==> src/rtl/core_pkg.sv <==
// Shared definitions for the core's pipeline hazard control.
//   REG_AW          : register-index width
//   FWD_RF/MEM/WB   : EX operand forwarding select encodings
//   state_e         : hazard controller state (RUN, FREEZE)
package core_pkg;

    localparam int unsigned REG_AW = 5;

    localparam logic [1:0] FWD_RF  = 2'b00;
    localparam logic [1:0] FWD_MEM = 2'b01;
    localparam logic [1:0] FWD_WB  = 2'b10;

    typedef enum logic {
        RUN,
        FREEZE
    } state_e;

endpackage

==> src/rtl/fwd_unit.sv <==
// Combinational forwarding select for one EX-stage source operand.
//   ex_rs        : source register of the EX instruction
//   mem_rd/we    : MEM-stage destination and write enable
//   mem_is_load  : MEM-stage instruction is a load (data not yet available)
//   wb_rd/we     : WB-stage destination and write enable
//   fwd_sel      : FWD_RF, FWD_MEM or FWD_WB
module fwd_unit
    import core_pkg::*;
#(
    parameter int unsigned AW = REG_AW
) (
    input  logic [AW-1:0] ex_rs,
    input  logic [AW-1:0] mem_rd,
    input  logic          mem_we,
    input  logic          mem_is_load,
    input  logic [AW-1:0] wb_rd,
    input  logic          wb_we,
    output logic [1:0]    fwd_sel
);

    logic mem_hit;
    logic wb_hit;

    // x0 is hardwired to zero and must never be forwarded.
    assign mem_hit = mem_we && !mem_is_load && (mem_rd != '0) && (mem_rd == ex_rs);
    assign wb_hit  = wb_we && (wb_rd != '0) && (wb_rd == ex_rs);

    // MEM is the younger producer and takes priority over WB.
    always_comb begin
        fwd_sel = FWD_RF;
        if (mem_hit) begin
            fwd_sel = FWD_MEM;
        end else if (wb_hit) begin
            fwd_sel = FWD_WB;
        end
    end

endmodule

==> src/rtl/hazard_ctrl.sv <==
// Pipeline hazard controller for the 5-stage core.
//   id_*            : ID-stage source registers and read enables
//   ex_*            : EX-stage sources, destination, write/load flags
//   mem_*, wb_*     : later-stage destinations for forwarding
//   ex_redirect     : taken branch/jump resolved in EX
//   dmem_busy       : data memory not ready, freezes the whole pipeline
//   forward_a/b     : EX operand forwarding selects
//   *_stall         : hold PC / IF/ID / ID/EX / EX/MEM
//   ifid/idex_flush : load a bubble
//   err_timeout     : sticky watchdog error after WAIT_MAX busy cycles
//   cnt_stall/flush : stall-cycle and redirect-flush performance counters
module hazard_ctrl #(
    parameter int unsigned REG_AW   = 5,
    parameter int unsigned CNT_W    = 32,
    parameter int unsigned WAIT_MAX = 255
) (
    input  logic              clk,
    input  logic              rst_n,
    input  logic [REG_AW-1:0] id_rs1,
    input  logic [REG_AW-1:0] id_rs2,
    input  logic              id_re1,
    input  logic              id_re2,
    input  logic [REG_AW-1:0] ex_rs1,
    input  logic [REG_AW-1:0] ex_rs2,
    input  logic [REG_AW-1:0] ex_rd,
    input  logic              ex_we,
    input  logic              ex_is_load,
    input  logic [REG_AW-1:0] mem_rd,
    input  logic              mem_we,
    input  logic              mem_is_load,
    input  logic [REG_AW-1:0] wb_rd,
    input  logic              wb_we,
    input  logic              ex_redirect,
    input  logic              dmem_busy,
    output logic [1:0]        forward_a,
    output logic [1:0]        forward_b,
    output logic              pc_stall,
    output logic              ifid_stall,
    output logic              idex_stall,
    output logic              exmem_stall,
    output logic              ifid_flush,
    output logic              idex_flush,
    output logic              err_timeout,
    output logic [CNT_W-1:0]  cnt_stall,
    output logic [CNT_W-1:0]  cnt_flush
);

    import core_pkg::state_e;
    import core_pkg::RUN;
    import core_pkg::FREEZE;

    localparam int unsigned WW = $clog2(WAIT_MAX + 1);

    state_e           state_q, state_d;
    logic [WW-1:0]    wait_cnt_q, wait_cnt_d;
    logic             err_q, err_d;
    logic [CNT_W-1:0] cnt_stall_q, cnt_stall_d;
    logic [CNT_W-1:0] cnt_flush_q, cnt_flush_d;
    logic             load_use;

    // ------------------------------------------------------------------
    // Forwarding
    // ------------------------------------------------------------------
    fwd_unit #(
        .AW (REG_AW)
    ) u_fwd_a (
        .ex_rs       (ex_rs1),
        .mem_rd      (mem_rd),
        .mem_we      (mem_we),
        .mem_is_load (mem_is_load),
        .wb_rd       (wb_rd),
        .wb_we       (wb_we),
        .fwd_sel     (forward_a)
    );

    fwd_unit #(
        .AW (REG_AW)
    ) u_fwd_b (
        .ex_rs       (ex_rs2),
        .mem_rd      (mem_rd),
        .mem_we      (mem_we),
        .mem_is_load (mem_is_load),
        .wb_rd       (wb_rd),
        .wb_we       (wb_we),
        .fwd_sel     (forward_b)
    );

    // ------------------------------------------------------------------
    // Hazard detection and pipeline control
    // ------------------------------------------------------------------
    assign load_use = ex_is_load && ex_we && (ex_rd != '0) &&
                      ((id_re1 && (id_rs1 == ex_rd)) || (id_re2 && (id_rs2 == ex_rd)));

    always_comb begin
        state_d = state_q;
        unique case (state_q)
            RUN:     if (dmem_busy)  state_d = FREEZE;
            FREEZE:  if (!dmem_busy) state_d = RUN;
            default: state_d = RUN;
        endcase
    end

    // Freeze wins over everything; once memory is ready again the pending
    // redirect or load-use is handled in that same cycle, even though the
    // state register still reads FREEZE until the following edge.
    always_comb begin
        pc_stall    = 1'b0;
        ifid_stall  = 1'b0;
        idex_stall  = 1'b0;
        exmem_stall = 1'b0;
        ifid_flush  = 1'b0;
        idex_flush  = 1'b0;
        if (dmem_busy) begin
            pc_stall    = 1'b1;
            ifid_stall  = 1'b1;
            idex_stall  = 1'b1;
            exmem_stall = 1'b1;
        end else if (ex_redirect) begin
            // The ID instruction is killed, so a load-use on it is moot.
            ifid_flush = 1'b1;
            idex_flush = 1'b1;
        end else if (load_use) begin
            pc_stall   = 1'b1;
            ifid_stall = 1'b1;
            idex_flush = 1'b1;
        end
    end

    // ------------------------------------------------------------------
    // Watchdog and performance counters
    // ------------------------------------------------------------------
    always_comb begin
        wait_cnt_d = '0;
        if (dmem_busy) begin
            wait_cnt_d = (wait_cnt_q == WW'(WAIT_MAX)) ? wait_cnt_q : wait_cnt_q + WW'(1);
        end
        err_d       = err_q || (dmem_busy && (wait_cnt_d == WW'(WAIT_MAX)));
        cnt_stall_d = cnt_stall_q + CNT_W'(pc_stall);
        // Only a redirect drives ifid_flush, so it marks redirect flushes.
        cnt_flush_d = cnt_flush_q + CNT_W'(ifid_flush);
    end

    always_ff @(posedge clk or negedge rst_n) begin
        if (!rst_n) begin
            state_q     <= RUN;
            wait_cnt_q  <= '0;
            err_q       <= 1'b0;
            cnt_stall_q <= '0;
            cnt_flush_q <= '0;
        end else begin
            state_q     <= state_d;
            wait_cnt_q  <= wait_cnt_d;
            err_q       <= err_d;
            cnt_stall_q <= cnt_stall_d;
            cnt_flush_q <= cnt_flush_d;
        end
    end

    assign err_timeout = err_q;
    assign cnt_stall   = cnt_stall_q;
    assign cnt_flush   = cnt_flush_q;

endmodule

==> config.mk <==
export PLATFORM = sky130hd
export DESIGN_NAME = hazard_ctrl
export DESIGN_NICKNAME = d
export VERILOG_FILES = /design/src/rtl/core_pkg.sv /design/src/rtl/fwd_unit.sv /design/src/rtl/hazard_ctrl.sv
export SDC_FILE = /design/constraint.sdc
export NUM_CORES = 1
export LEC_CHECK = 0
export BUFFER_PORTS_ARGS = -buffer_cell sky130_fd_sc_hd__buf_2
export CAP_MARGIN = 5
export CORE_AREA = 2 2 89 91
export DETAILED_ROUTE_END_ITERATION = 10
export DIE_AREA = 0 0 91 93
export GPL_ROUTABILITY_DRIVEN = 0
export PLACE_DENSITY = 0.87
export SETUP_SLACK_MARGIN = 0.05
export SLEW_MARGIN = 25
export SYNTH_ARGS = -nofsm -noshare
export SYNTH_HDL_FRONTEND = slang
export SYNTH_SLANG_ARGS = --single-unit
==> constraint.sdc <==
create_clock -name clk -period 2.4 [get_ports clk]
set_input_delay 0.36 -clock clk [delete_from_list [all_inputs] [get_ports clk]]
set_output_delay 0.36 -clock clk [all_outputs]
set_load 0.02 [all_outputs]
==> flow_summary_export.csv <==
group,metric,value,unit
global_route,antenna_found_initial,0,
clock_tree,clk_pin_slew_worst_paths,0.07,ns
global_route,grt_util_all_layers,20.3,%
floorplanning,die_h,93,um
yosys,synth_warnings,0,
power_and_ir_drop,power.total,0.00310,W
sta,finalSetupViolCount,0,
power_and_ir_drop,irDropWorstVdd,0.397,mV
sta,max_freq,462,MHz
cells_and_area,stdcell_count,590,
yosys,synth_fp_nets,400,
cells_and_area,areaGrowthSynthToFinish,28.0,%
worst_setup_path,path_common_cell,"xnor2_1",
yosys,synth_area,3760,sq um
floorplanning,initial_core_util,49.9,%
clock_tree,clock_sinks,73,
floorplanning,dieArea,8460,sq um
sta,period_needed,2.17,ns
outcome,status,"completed",
worst_setup_path,rr_worst_depth,7,
clock_tree,cts_buffer_depth,2,
sta,finClkSkew,0.00857,ns
routing,drt-wirelength-per-cell,13.7,um
clock_tree,hold_buffers,0,
global_route,grt_pass1_wl,14000,um
sta,maxSlewHeadroom,60.6,%
power_and_ir_drop,power.density,645,nW/um^2
floorplanning,num_io_pins,121,
sta,post-route-period-util,90.3,%
clock_tree,worstSkewPairLatency,0.33,ns
sta,worst_slew_pin_slew,0.591,ns
global_route,grt_max_degree,49,
power_and_ir_drop,leakagePower,2.40,nW
cells_and_area,n_fill_cell,635,
yosys,synth_edf_count,0,
sta,hold_viol_final,0,
worst_setup_path,cp-end-kind,"register",
worst_setup_path,critPathKind,"input port to register",
clock_tree,cts_max_level,3,
place,pre_cts_ws,-0.182,ns
cells_and_area,num_antenna_cells,0,
worst_setup_path,r2r-end,"cnt_flush[28]$_DFF_PN0_",
worst_setup_path,crit_chain,"buf_2, xnor2_1, nand4_1, o22ai_1, o2111ai_2, o21bai_4, ha_2, and2_4, nand4_4, nor2b_2, or3b_1, xnor2_1",
yosys,synth_flop_cell,"dfrtp_1",
worst_setup_path,slowest_stage,"or3b_1",
sta,worst_slack,0.233,ns
routing,viasPerCell,5.27,
cells_and_area,final_nets,534,
yosys,synth.distinct_cells,44,
yosys,yosysSeqAreaShare,48.6,%
worst_setup_path,timing.rr.start,"cnt_flush[0]$_DFF_PN0_",
cells_and_area,final_common_cell,"buf_2",
sta,rsz0062_at_grt,"no",
place,dp_hpwl,6530,um
floorplanning,coreArea,7530,sq um
worst_setup_path,required,2.62,ns
routing,antenna_violating_nets_post_route,0,
routing,drc,0,
cells_and_area,seq_area,1830,sq um
worst_setup_path,arrival,2.38,ns
clock_tree,root_buffer,"clkbuf_8",
worst_setup_path,critical_path.startpoint_type,"input port",
sta,finalMaxSlewViolations,0,
clock_tree,cts_tree,"built",
global_route,globalRouteOverflowTotal,0,
yosys,synth_cells,349,
worst_setup_path,critPathTopFamily,"simple AND/OR/NAND/NOR gates",
worst_setup_path,critPathMaxFanout,4,
routing,routed_wl,8110,um
worst_setup_path,max_stage_delay,0.37,ns
cells_and_area,most-common-layout-cells,"120 x buf_2, 73 x dfrtp_1, 63 x xnor2_1",
clock_tree,cts_buffers,9,
cells_and_area,drive_above_1_share,34.0,%
cells_and_area,multi_input_area,1920,sq um
worst_setup_path,critPathBufInv,1,
floorplanning,die_x,91,um
worst_setup_path,r2r_slack,0.53,ns
place,port_buffers,120,
floorplanning,row_count,32,
min_path,hp-class,"input port to async pin",
job,cap_violations,0,
yosys,ys_ff_latch,73,
routing,vias,3111,
routing,drt_first_iter_violations,105,
yosys,synth.avg_cell_area,10.8,sq um
global_route,grt_pass1_vias,3122,
routing,drt-pass1-iter-count,4,
yosys,async_reset_ff_share,100,%
place,dpl.cell_count,573,
## state kept, by name, summed over array words and instances (netlist names)
signal and count:
cnt_flush 32, cnt_stall 32, wait_cnt_q 8, err_timeout 1
## Yosys cell counts (3+ instances only)
master,count,share of area [%]
ha_1,5,1.7
nor3_1,7,0.93
xnor2_1,65,15
nand2_1,28,2.8
buf_4,5,1.0
xor2_1,28,6.5
dfrtp_1,73,49
o21bai_1,3,0.60
nand4_1,14,2.3
nor2_1,14,1.4
inv_1,3,0.30
nand3_1,32,4.3
nor3_2,4,1.1
or4_1,4,0.80
and3_1,14,2.3
a21oi_1,5,0.67
nor4_1,3,0.50
and2_1,7,1.2
and4_1,4,0.93
## how the worst max path moves through the flow
stage	from	depth (start not counted)	to
after global routing	ex_rd[0]	12	cnt_stall[31]$_DFF_PN0_
after detailed placement	ex_rd[0]	12	cnt_stall[18]$_DFF_PN0_
final	ex_rd[0]	12	cnt_stall[31]$_DFF_PN0_
after CTS	ex_rd[0]	12	cnt_stall[18]$_DFF_PN0_
after floorplan	ex_rd[0]	11	cnt_stall[31]$_DFF_PN0_
after global placement	ex_rd[0]	12	cnt_stall[31]$_DFF_PN0_
## power by group
| part | total (W) | internal, W | switching, W |
|---|---|---|---|
| clock network | 0.00105 | 0.000644 | 0.000406 |
| registers | 0.00146 | 0.00134 | 0.000125 |
| logic | 0.000586 | 0.000243 | 0.000343 |
| total | 0.00310 | 0.00222 | 0.000874 |
## stage by stage
| stage | util [%] | setup TNS [ns] | area, sq um | hold WS [ns] |
|---|---|---|---|---|
| 2_1_floorplan | - | 0 | 3810 | 0.0644 |
| 3_3_place_gp | 60.8 | -0.301 | 4570 | 0.408 |
| 3_5_place_dp | 60.8 | -1.36 | 4570 | 0.408 |
| 4_1_cts | 63.7 | 0 | 4800 | 0.0338 |
| 5_1_grt | 63.9 | 0 | 4810 | 0.0627 |
| 6_report | 63.9 | 0 | 4810 | 0.0216 |
## kinds of logic after synthesis
kind of cell,count (synthesis),share of synthesized area (%)
xor+xnor,93,21.7
fa+ha+maj,5,1.67
mux,1,0.266
compound gates,18,3.16
simple gates,148,23.0
buf+inv,11,1.63
flops,73,48.6
## metal layers
| metal | GRT usage (%) | part of all wire, % | vias to the layer above |
|---|---|---|---|
| met5 | 0 | 0 | - |
| met4 | 7.20 | 1.7 | 0 |
| met3 | 5.24 | 7.5 | 14 |
| met2 | 35.8 | 50 | 124 |
| met1 | 24.0 | 41 | 1496 |
| li1 | - | - | 1477 |
## area by class of cell
class | count | area share (%)
Tap cell | 102 | 2.65
Inverter | 3 | 0.234
Clock inverter | 2 | 1.25
Clock buffer | 14 | 3.38
Timing Repair Buffer | 131 | 14.5
Sequential cell | 73 | 38.0
Multi-Input combinational cell | 265 | 40.0
## timing repair
item	CTS	global route
resized for setup	0	2
setup buffers	0	1
endpoints found under the setup margin	0	5
Power figures use the tool's default switching activity.
